<file path="config.mk">
export PLATFORM = sky130hd
export DESIGN_NAME = dual_port_ram_core
export DESIGN_NICKNAME = d
export VERILOG_FILES = /design/src/rtl/dual_port_ram_core.sv
export SDC_FILE = /design/constraint.sdc
export NUM_CORES = 1
export LEC_CHECK = 0
export CAP_MARGIN = 20
export CORE_MARGIN = 3
export CORE_UTILIZATION = 60
export DETAILED_ROUTE_END_ITERATION = 6
export PLACE_DENSITY_LB_ADDON = 0.1
export SETUP_SLACK_MARGIN = 0.15
export SYNTH_ARGS = -nofsm -noshare
export SYNTH_HDL_FRONTEND = slang
export SYNTH_SLANG_ARGS = --single-unit
export TNS_END_PERCENT = 5
</file>
<file path="constraint.sdc">
create_clock -name clk -period 1.9 [get_ports clk]
set_clock_uncertainty 0.1 [all_clocks]
set_input_delay 0.475 -clock clk [delete_from_list [all_inputs] [get_ports clk]]
set_output_delay 0.475 -clock clk [all_outputs]
set_load 0.005 [all_outputs]
</file>
<file path="src/rtl/dual_port_ram_core.sv">
// dual_port_ram_core
// Simple dual-port synchronous RAM: one write port and one independent read port on a
// single clock. Reads have one clock of latency through an internal read register;
// data_out is that register gated combinationally by oe (zero when oe is low).
//
// Ports:
//   clk         rising-edge clock for all state changes except reset
//   rst_n       asynchronous active-low reset; clears every word and the read register
//   cs          chip select; when low both ports are idle
//   we / re     write / read enable (qualified by cs)
//   oe          output enable; forces data_out to zero when low
//   data_in     write data
//   wr_address  write address; writes at or beyond DEPTH are dropped
//   rd_address  read address; reads at or beyond DEPTH load zero
//   data_out    read data
module dual_port_ram_core #(
    parameter int unsigned ADDR_SIZE = 4,
    parameter int unsigned DATA_SIZE = 8,
    parameter int unsigned DEPTH     = 16
) (
    input  logic                 clk,
    input  logic                 rst_n,
    input  logic                 cs,
    input  logic                 we,
    input  logic                 re,
    input  logic                 oe,
    input  logic [DATA_SIZE-1:0] data_in,
    output logic [DATA_SIZE-1:0] data_out,
    input  logic [ADDR_SIZE-1:0] wr_address,
    input  logic [ADDR_SIZE-1:0] rd_address
);

    // Word index width; DEPTH <= 2**ADDR_SIZE guarantees IdxW <= ADDR_SIZE.
    localparam int unsigned IdxW = (DEPTH > 1) ? $clog2(DEPTH) : 1;
    // One extra bit so DEPTH == 2**ADDR_SIZE is representable in the range compare.
    localparam logic [ADDR_SIZE:0] DepthW = (ADDR_SIZE + 1)'(DEPTH);

    logic [DATA_SIZE-1:0] mem_q [DEPTH];
    logic [DATA_SIZE-1:0] rd_q, rd_d;

    logic            wr_in_range, rd_in_range;
    logic            wr_en, rd_en;
    logic [IdxW-1:0] wr_idx, rd_idx;

    always_comb begin
        wr_in_range = ({1'b0, wr_address} < DepthW);
        rd_in_range = ({1'b0, rd_address} < DepthW);
        wr_en       = cs && we && wr_in_range;
        rd_en       = cs && re;
        wr_idx      = wr_address[IdxW-1:0];
        rd_idx      = rd_address[IdxW-1:0];
    end

    // Read register next state: write-first on a same-address collision, zero when the
    // read address is out of range, otherwise hold.
    always_comb begin
        rd_d = rd_q;
        if (rd_en) begin
            if (!rd_in_range) begin
                rd_d = '0;
            end else if (wr_en && (wr_address == rd_address)) begin
                rd_d = data_in;
            end else begin
                rd_d = mem_q[rd_idx];
            end
        end
    end

    always_ff @(posedge clk or negedge rst_n) begin
        if (!rst_n) begin
            for (int i = 0; i < int'(DEPTH); i++) begin
                mem_q[i] <= '0;
            end
        end else if (wr_en) begin
            mem_q[wr_idx] <= data_in;
        end
    end

    always_ff @(posedge clk or negedge rst_n) begin
        if (!rst_n) begin
            rd_q <= '0;
        end else begin
            rd_q <= rd_d;
        end
    end

    // Output gating only; never tri-stated.
    assign data_out = oe ? rd_q : '0;

endmodule

</file>
# Yosys cells after proc, flatten, opt, wreduce, memory -nomap -nowiden

Index checks and enable logic that the tools add are counted.

Flip-flop bits (word level): 136
Output and inout port bits: 8

Muxes and demuxes: 8
Reductions and logical operators: 4
Magnitude comparators: 3
Eq/ne operators: 1
Bitwise gates (word level): 2

Operators with widths:

| kind               | count |
|---|---|
| $bwmux 128         | 1 |
| $mux 8             | 5 |
| $bmux 8 s4         | 1 |
| $demux 8 s4        | 1 |
| $ge 5x5->1 const B | 2 |
| $not 4->5          | 2 |
| $lt 5x1->1 const B | 1 |
| $eq 4x4->1         | 1 |
| $logic_and 1x1->1  | 4 |

# Longest topological paths before layout

Gate-level depths: netlist of run 1.

Depth after elaboration: 6
Mapped depth: 7
Depth with buffers taken out: 4

# Worst setup path after synthesis of run 1

OpenSTA, ideal clock, no wires.

Path type: in2reg
Start: input port rd_address[0]
End: register rd_q[3]
Path buffers: 2
Setup time: 0.137 ns
Arrival: 1.755 ns
Setup slack: -0.093 ns
Data required time: 1.663 ns
Stages: 6
Cells stage by stage: buf_2 -> buf_4 -> mux4_2 -> a22o_1 -> nor2_1 -> o221ai_1

Cells in the longest elaborated chain, start to end: 5
Elaborated cells between the ends (all ways): 7
Classes of those cells: eq/ne (1); mux (4); bitwise (1); reduce/logical (1)

RTL lines:

| what                                       | line | text |
|---|---|---|
| start, declared                            | 30   | `input logic [ADDR_SIZE-1:0] rd_address` |
| $not 4->5 (implied by the code)            | 64   | `rd_d = mem_q[rd_idx];` |
| $bmux 8 s4                                 | 64   |  |
| $mux 8 (implied by the code) (2 in series) | 64   |  |
| $mux 8 *                                   | 61   | `end else if (wr_en && (wr_address == rd_address)) begin` |
| end signal, assigned                       | 83   | `rd_q <= rd_d;` |
| end, declared                              | 39   | `logic [DATA_SIZE-1:0] rd_q, rd_d;` |

Mark *: on every way between the ends. The rest lies on a longest branch, timed or not. The select of a mux whose other input is x is not followed.
A chain may end at the register's enable or synchronous reset.

# Worst setup path after layout of run 1

Start: input port wr_address[0]
End: register mem_q[113] (netlist name)

Cells in the longest elaborated chain, start to end: 6
Elaborated cells between the ends (all ways): 7
Classes of those cells: order compare (2); mux (3); bitwise (1); reduce/logical (1)

RTL lines:

| what                                                           | line | text |
|---|---|---|
| start, declared                                                | 29   | `input logic [ADDR_SIZE-1:0] wr_address,` |
| $not 4->5 (implied by the code) *                              | 75   | `mem_q[wr_idx] <= data_in;` |
| $ge 5x5->1 (implied by the code) or $lt 5x1->1 (tied branches) | 75   |  |
| $logic_and 1x1->1 (implied by the code)                        | 75   |  |
| $mux 8 (implied by the code)                                   | 75   |  |
| $demux 8 s4 *                                                  | 75   |  |
| $bwmux 128 *                                                   | 75   |  |
| end signal, assigned by index                                  | 75   |  |
| end, declared                                                  | 38   | `logic [DATA_SIZE-1:0] mem_q [DEPTH];` |

Mark *: on every way between the ends. The rest lies on a longest branch, timed or not.

==> results.py, run 1 <==
metrics = {
    "routing": {
        "dr_total_vias": 4208,
        "ant_nets": 0,
        "dr.first_iter.drc_count": 316,
        "drt-wirelength-per-cell_um": 22.7,
        "detail_route.drc_violations": 0,
        "totalWireLength_mm": 15.6,
        "via_per_inst": 6.12,
        "drtPass1Iterations": 5,
    },
    "power_and_ir_drop": {
        "power_per_cell_area_nw_per_um2": 1080,
        "design_power_total_mw": 8.54,
        "p_int_mw": 6.46,
        "comb_power_share_pct": 16.7,
        "power.switching_fraction_pct": 24.3,
        "seqPwrFrac_pct": 44.0,
        "power.net_switching_mw": 2.08,
        "cellLeakagePower_nw": 3.63,
        "peakVddDrop_mv": 0.799,
        "power_frac_clock_pct": 39.3,
    },
    "setup_path": {
        "worstReg2RegEnd": "rd_q[0]",
        "cp_top_family": "buffers and inverters",
        "critPathKind": "input port to flop",
        "critical_path_required_ns": 2.20,
        "slowest_delay_ns": 0.54,
        "register_to_register_setup_slack_ns": 0.30,
        "timing.critical_path.cells": "clkdlybuf4s50_1 > buf_4 > nand2b_4 > or4_1 > buf_6 > nand2_1 > o21ai_1",
        "critical_path.max_fanout": 12,
        "timing.critical_path.buf_inv": 3,
        "reg2regPathDepth": 4,
        "worst-endpoint-arrival_ns": 2.12,
        "crit_slowest_cell": "clkdlybuf4s50_1",
        "worst_r2r_startpoint": "mem_q[16]",
        "cp_startpoint_kind": "input port",
        "critPathCaptureType": "flop",
    },
    "grt": {
        "grt_usage_pct": 29.5,
        "grt_start_max_net_pins": 67,
        "grt_pass1_wl_mm": 25.1,
        "first_global_vias": 4535,
        "grt.overflow.total": 0,
        "number_of_antenna_violations_at_the_first_check_in_global_routing": 2,
    },
    "logic_synthesis": {
        "postSynthAreaPerCell_sq_um": 13.8,
        "yosysSeqAreaShare_pct": 54.5,
        "postSynthRegisterBits": 136,
        "post_synth_inst_count": 452,
        "ys_warn_count": 0,
        "synth_nets": 474,
        "synth_cell_types": 31,
        "mappedNetlistArea_sq_um": 6250,
    },
    "sta": {
        "shortest_clock_period_the_worst_path_allows_after_layout_ns": 1.82,
        "worst_slew_margin_rel_pct": 67.9,
        "number_of_hold_violations_in_the_final_report": 0,
        "max_clock_freq_ghz": 0.548,
        "setup_viol": 0,
        "grt_setup_unrepaired": "yes",
        "worst_slew_pin_slew_ns": 0.480,
        "timing.final.crit_share_pct": 96.0,
        "final_max_slew_viol_count": 0,
    },
    "placement": {
        "routabilityCongestion": 0.969,
        "place_inst": 649,
        "io_buffers": 29,
        "post-dp-hpwl_mm": 10.7,
        "detailed_place.area_sq_um": 7240,
    },
    "die": {
        "floorplan.initialDensity_pct": 62.8,
        "total_die_area_sq_um": 11700,
        "area_of_the_core_sq_um": 9950,
        "placement_rows": 36,
        "horizontal_extent_of_the_die_um": 108,
        "top_level_ports": 30,
        "floorplan.die.height_um": 108,
    },
    "cts": {
        "clock_latency_ns": 0.53,
        "cts-htree-levels": 4,
        "clockRootBuffer": "clkbuf_8",
        "numClockSinks": 136,
        "clk_pin_slew_ns": 0.06,
        "tritoncts": "built",
        "cts_made_buffers": 17,
        "cts_max_path_buffers": 2,
    },
    "final_layout": {
        "layout-area-overhead-vs-synth_pct": 26.9,
        "multiInputGateArea_sq_um": 2740,
        "num-nets-final": 565,
        "fill_cells": 552,
        "diodes": 0,
        "regArea_sq_um": 3400,
        "layoutNonFillerInstCount": 688,
        "final_layout_size_suffix_gt1_share_pct": 47.6,
        "stdcell_area_sq_um": 7930,
    },
    "run_status": {
        "run_status": "complete, no violations",
    },
    "job": {
        "max_capacitance_violation_total": 0,
    },
    "worst_hold_path": {
        "worst_hold_path_type": "input port to async pin",
    },
}
## layout make-up
cell class | count | share of cell area [%]
sequential | 136 | 42.9
multi-input combinational | 277 | 34.5
timing repair buffer | 103 | 12.4
clock buffer | 24 | 6.19
tap | 133 | 2.10
clock inverter | 7 | 1.45
inverter | 8 | 0.379
## worst reg2reg max path, stage by stage, from the launching register on
cell and delay, ns:
dfrtp_1 0.37, mux4_2 0.50, a22o_1 0.24, nor2_2 0.13
o221ai_2 0.12
## placed cells by master, fill, tap and decap left out, types with 11 or more instances in the layout
cell type        Yosys  routed
nor2_2               9      11
buf_12               0      13
a22o_1              16      16
mux2_2              96      96
clkdlybuf4s50_1      0      12
buf_4                1      56
mux4_2              32      32
o21ai_1             20      20
clkbuf_16            0      16
nand2_1             44      43
o21ai_0             12      12
dfrtp_1            136     136
## power groups by stage
stage	registers (mW)	logic, mW	clock network [mW]
after detailed placement	3.79	1.38	0
after global placement	3.75	1.33	0
final	3.76	1.43	3.35
after global routing	3.81	1.55	3.54
after CTS	3.75	1.42	3.40
after floorplan	3.68	0.945	0
## repair_timing
action                     4_1_cts  5_1_grt
buffers inserted                 6        1
gates resized for setup         43       11
setup endpoints to repair       58       75
hold endpoints to repair       136        0
pin swaps                        0        2
hold buffers                     1        0
## how the worst max path moves through the flow
stage	startpoint	to	slack (ns)	cells after the start
2_1_floorplan	rd_address[0]	rd_q[6]	0.06	6
3_3_place_gp	wr_address[2]	mem_q[107]	-0.48	6
3_5_place_dp	wr_address[2]	mem_q[107]	-0.51	6
4_1_cts	wr_address[0]	mem_q[113]	0.1	7
5_1_grt	wr_address[0]	mem_q[113]	0.05	7
6_report	wr_address[0]	mem_q[113]	0.08	7
## cells by family after synthesis
logic type             Yosys count  synth area share [%]
AND/OR/NAND/NOR                 88                  7.21
buffers and inverters           39                  2.82
multiplexers                   128                  28.8
flip-flops                     136                  54.5
AO/OA/AOI/OAI                   57                  6.09
XOR/XNOR                         4                 0.561
## metrics by stage
stage	worst slack (ns)	hold slack [ns]	util (%)	TNS (ns)
after floorplan	0.0606	0.0794	-	0
after global placement	-0.483	0.171	72.8	-48.58
after detailed placement	-0.508	0.174	72.8	-52.87
after CTS	0.0959	0.182	79.1	0
after global routing	0.0534	0.186	79.7	0
final	0.0760	0.204	79.7	0
## state kept, by name, indices dropped and copies added (netlist names)
| signal | flops |
|---|---|
| mem_q | 128 |
| rd_q | 8 |
## per-layer routing
layer	vias to the layer above	wire length [um]	share of wire (%)	track usage, %
li1	1831	-	-	-
met1	2162	6470	41	39.7
met2	172	7710	49	46.2
met3	39	1080	6.9	7.52
met4	4	367	2.3	12.6
met5	-	21	0.13	0
## cells in the mapped netlist, drive strengths merged
| cell | instances | share of area, % |
|---|---|---|
| or3 | 1 | 0.10 |
| nor2 | 19 | 1.5 |
| mux4 | 32 | 12 |
| a41o | 1 | 0.16 |
| clkbuf | 11 | 0.66 |
| nor3 | 3 | 0.32 |
| nand2b | 3 | 0.30 |
| buf | 20 | 1.7 |
| nand4b | 2 | 0.38 |
| xor2 | 3 | 0.42 |
| nor2b | 2 | 0.20 |
| and2 | 9 | 0.90 |
| mux2 | 96 | 17 |
| dfrtp | 136 | 54 |
| o221ai | 8 | 1.1 |
| a22o | 16 | 2.2 |
| xnor2 | 1 | 0.14 |
| or4 | 2 | 0.24 |
| nor4 | 1 | 0.34 |
| o21ai | 32 | 2.6 |
| inv | 8 | 0.48 |
| nand4bb | 1 | 0.18 |
| nand2 | 44 | 2.6 |
| nand4 | 1 | 0.10 |
Note: power is estimated with default switching activity, not from simulation.
==> run 2: changes to the inputs <==
==> constraint.sdc (replaced) <==
create_clock -name clk -period 1.8 [get_ports clk]
set_clock_uncertainty 0.1 [all_clocks]
set_input_delay 0.45 -clock clk [delete_from_list [all_inputs] [get_ports clk]]
set_output_delay 0.45 -clock clk [all_outputs]
set_load 0.005 [all_outputs]
==> results.py, run 2 (synthesis results as in run 1) <==
metrics = {
    "setup_path": {
        "slowest_delay_ns": 0.47,
        "worst-endpoint-arrival_ns": 2.05,
        "critPathKind": "input port to flop",
        "critPathCaptureType": "flop",
        "critical_path.max_fanout": 8,
        "timing.critical_path.buf_inv": 3,
        "reg2regPathDepth": 4,
        "timing.critical_path.cells": "clkdlybuf4s50_1 > buf_4 > nand2b_4 > or4_4 > buf_6 > nand2_1 > o21ai_1",
        "cp_top_family": "buffers and inverters",
        "critical_path_required_ns": 2.09,
        "crit_slowest_cell": "clkdlybuf4s50_1",
        "cp_startpoint_kind": "input port",
        "worst-path-stages": 7,
    },
    "final_layout": {
        "fill_cells": 618,
        "layout_commonest_cell": "dfrtp_1",
        "final_layout_size_suffix_gt1_share_pct": 46.7,
        "layout_common_cells": "dfrtp_1, mux2_2, buf_4",
        "largest_register_ff_count": 128,
        "num-nets-final": 555,
        "layout-area-overhead-vs-synth_pct": 24.5,
        "layoutNonFillerInstCount": 679,
        "largest_reg_by_ff_count": "mem_q",
        "diodes": 0,
        "stdcell_area_sq_um": 7770,
        "reg.largest.list": "mem_q: 128 flops, rd_q: 8 flops",
    },
    "sta": {
        "timing.final.crit_share_pct": 97.5,
        "setup_viol": 0,
        "grt_setup_unrepaired": "yes",
        "worst_slew_pin_slew_ns": 0.522,
        "number_of_hold_violations_in_the_final_report": 0,
        "worst_slew_margin_rel_pct": 65.1,
        "max_clock_freq_ghz": 0.570,
        "final_max_slew_viol_count": 0,
        "shortest_clock_period_the_worst_path_allows_after_layout_ns": 1.76,
        "timing.hold.ws_ns": 0.300,
    },
    "die": {
        "horizontal_extent_of_the_die_um": 108,
        "total_die_area_sq_um": 11700,
        "top_level_ports": 30,
        "placement_rows": 36,
        "floorplan.initialDensity_pct": 62.8,
        "floorplan.die.height_um": 108,
        "area_of_the_core_sq_um": 9950,
    },
    "routing": {
        "drtPass1Iterations": 5,
        "ant_nets": 0,
        "via_per_inst": 6.10,
        "dr.first_iter.drc_count": 216,
        "drt-wirelength-per-cell_um": 21.8,
        "detail_route.drc_violations": 0,
        "dr_total_vias": 4144,
        "totalWireLength_mm": 14.8,
    },
    "cts": {
        "numClockSinks": 136,
        "cts-htree-levels": 4,
        "clk_pin_slew_ns": 0.06,
        "clockRootBuffer": "clkbuf_8",
        "cts_made_buffers": 17,
        "clock_latency_ns": 0.52,
        "tritoncts": "built",
        "cts_max_path_buffers": 2,
    },
    "grt": {
        "grt_start_max_net_pins": 38,
        "number_of_antenna_violations_at_the_first_check_in_global_routing": 0,
        "grt_pass1_wl_mm": 24.1,
        "grt.overflow.total": 0,
        "grt_usage_pct": 27.7,
        "first_global_vias": 4500,
    },
    "power_and_ir_drop": {
        "cellLeakagePower_nw": 3.54,
        "power_per_cell_area_nw_per_um2": 1120,
        "peakVddDrop_mv": 0.721,
    },
    "job": {
        "max_capacitance_violation_total": 0,
    },
    "placement": {
        "detailed_place.area_sq_um": 7180,
        "io_buffers": 29,
        "post-dp-hpwl_mm": 10.3,
        "place_inst": 644,
        "routabilityCongestion": 0.901,
    },
    "worst_hold_path": {
        "worst_hold_path_type": "input port to async pin",
    },
    "run_status": {
        "run_status": "complete, no violations",
    },
}
-- run 2: final timing paths --
check                           slack [ns]          start         end
worst max-delay path                  0.04  wr_address[0]  mem_q[109]
worst min-delay path                  0.30          rst_n  mem_q[124]
worst max register to register        0.19      mem_q[31]     rd_q[7]
worst min register to register        0.38      mem_q[62]   mem_q[62]
max in group asynchronous             0.77          rst_n   mem_q[86]
min in group clk                      0.38      mem_q[62]   mem_q[62]
-- run 2: layer usage --
layer / vias up / routed length [um] / share of wire (%) / global-route usage (%)
met5: - / 0 / 0 / 0
met4: 0 / 335 / 2.3 / 10.2
met3: 31 / 742 / 5.0 / 5.91
met2: 146 / 7410 / 50 / 44.9
met1: 2151 / 6340 / 43 / 37.4
li1: 1816 / - / - / -
-- run 2: metrics by stage --
step / total power, mW / utilization, % / setup TNS (ns) / worst slack [ns]
2_1_floorplan: 4.88 / - / -0.291 / -0.0144
3_3_place_gp: 5.33 / 72.1 / -64.72 / -0.610
3_5_place_dp: 5.42 / 72.1 / -68.29 / -0.657
4_1_cts: 8.71 / 77.7 / 0 / 0.0540
5_1_grt: 9.06 / 78.1 / 0 / 0.00968
6_report: 8.69 / 78.1 / 0 / 0.0444
-- run 2: cell type report --
type                       count  area (sq um)  share of cell area [%]
clock inverter                10          95.1                    1.22
inverter                       8          30.0                   0.386
sequential                   136          3400                    43.8
timing repair buffer          93           883                    11.4
clock buffer                  22           473                    6.08
tap                          133           166                    2.14
multi-input combinational    277          2720                    35.0
-- run 2: report_power, final --
part / internal, mW / leakage [nW] / switching [mW]
Combinational: 0.848 / 1.53 / 0.588
Sequential: 3.65 / 1.75 / 0.309
Clock: 1.98 / 0.265 / 1.31
-- run 2: what timing repair did --
item,CTS,global route
pin swaps,2,2
gates cloned,0,1
hold buffers,1,0
endpoints found under the setup margin,134,120
hold endpoints to repair,34,0
setup buffers,1,0
gates resized for setup,42,12
-- run 2: worst reg2reg max path, stage by stage (launching register included) --
cell and delay [ns]:
dfrtp_1 0.38, mux4_2 0.47, a22o_1 0.27, nor2_1 0.13, o221ai_1 0.12
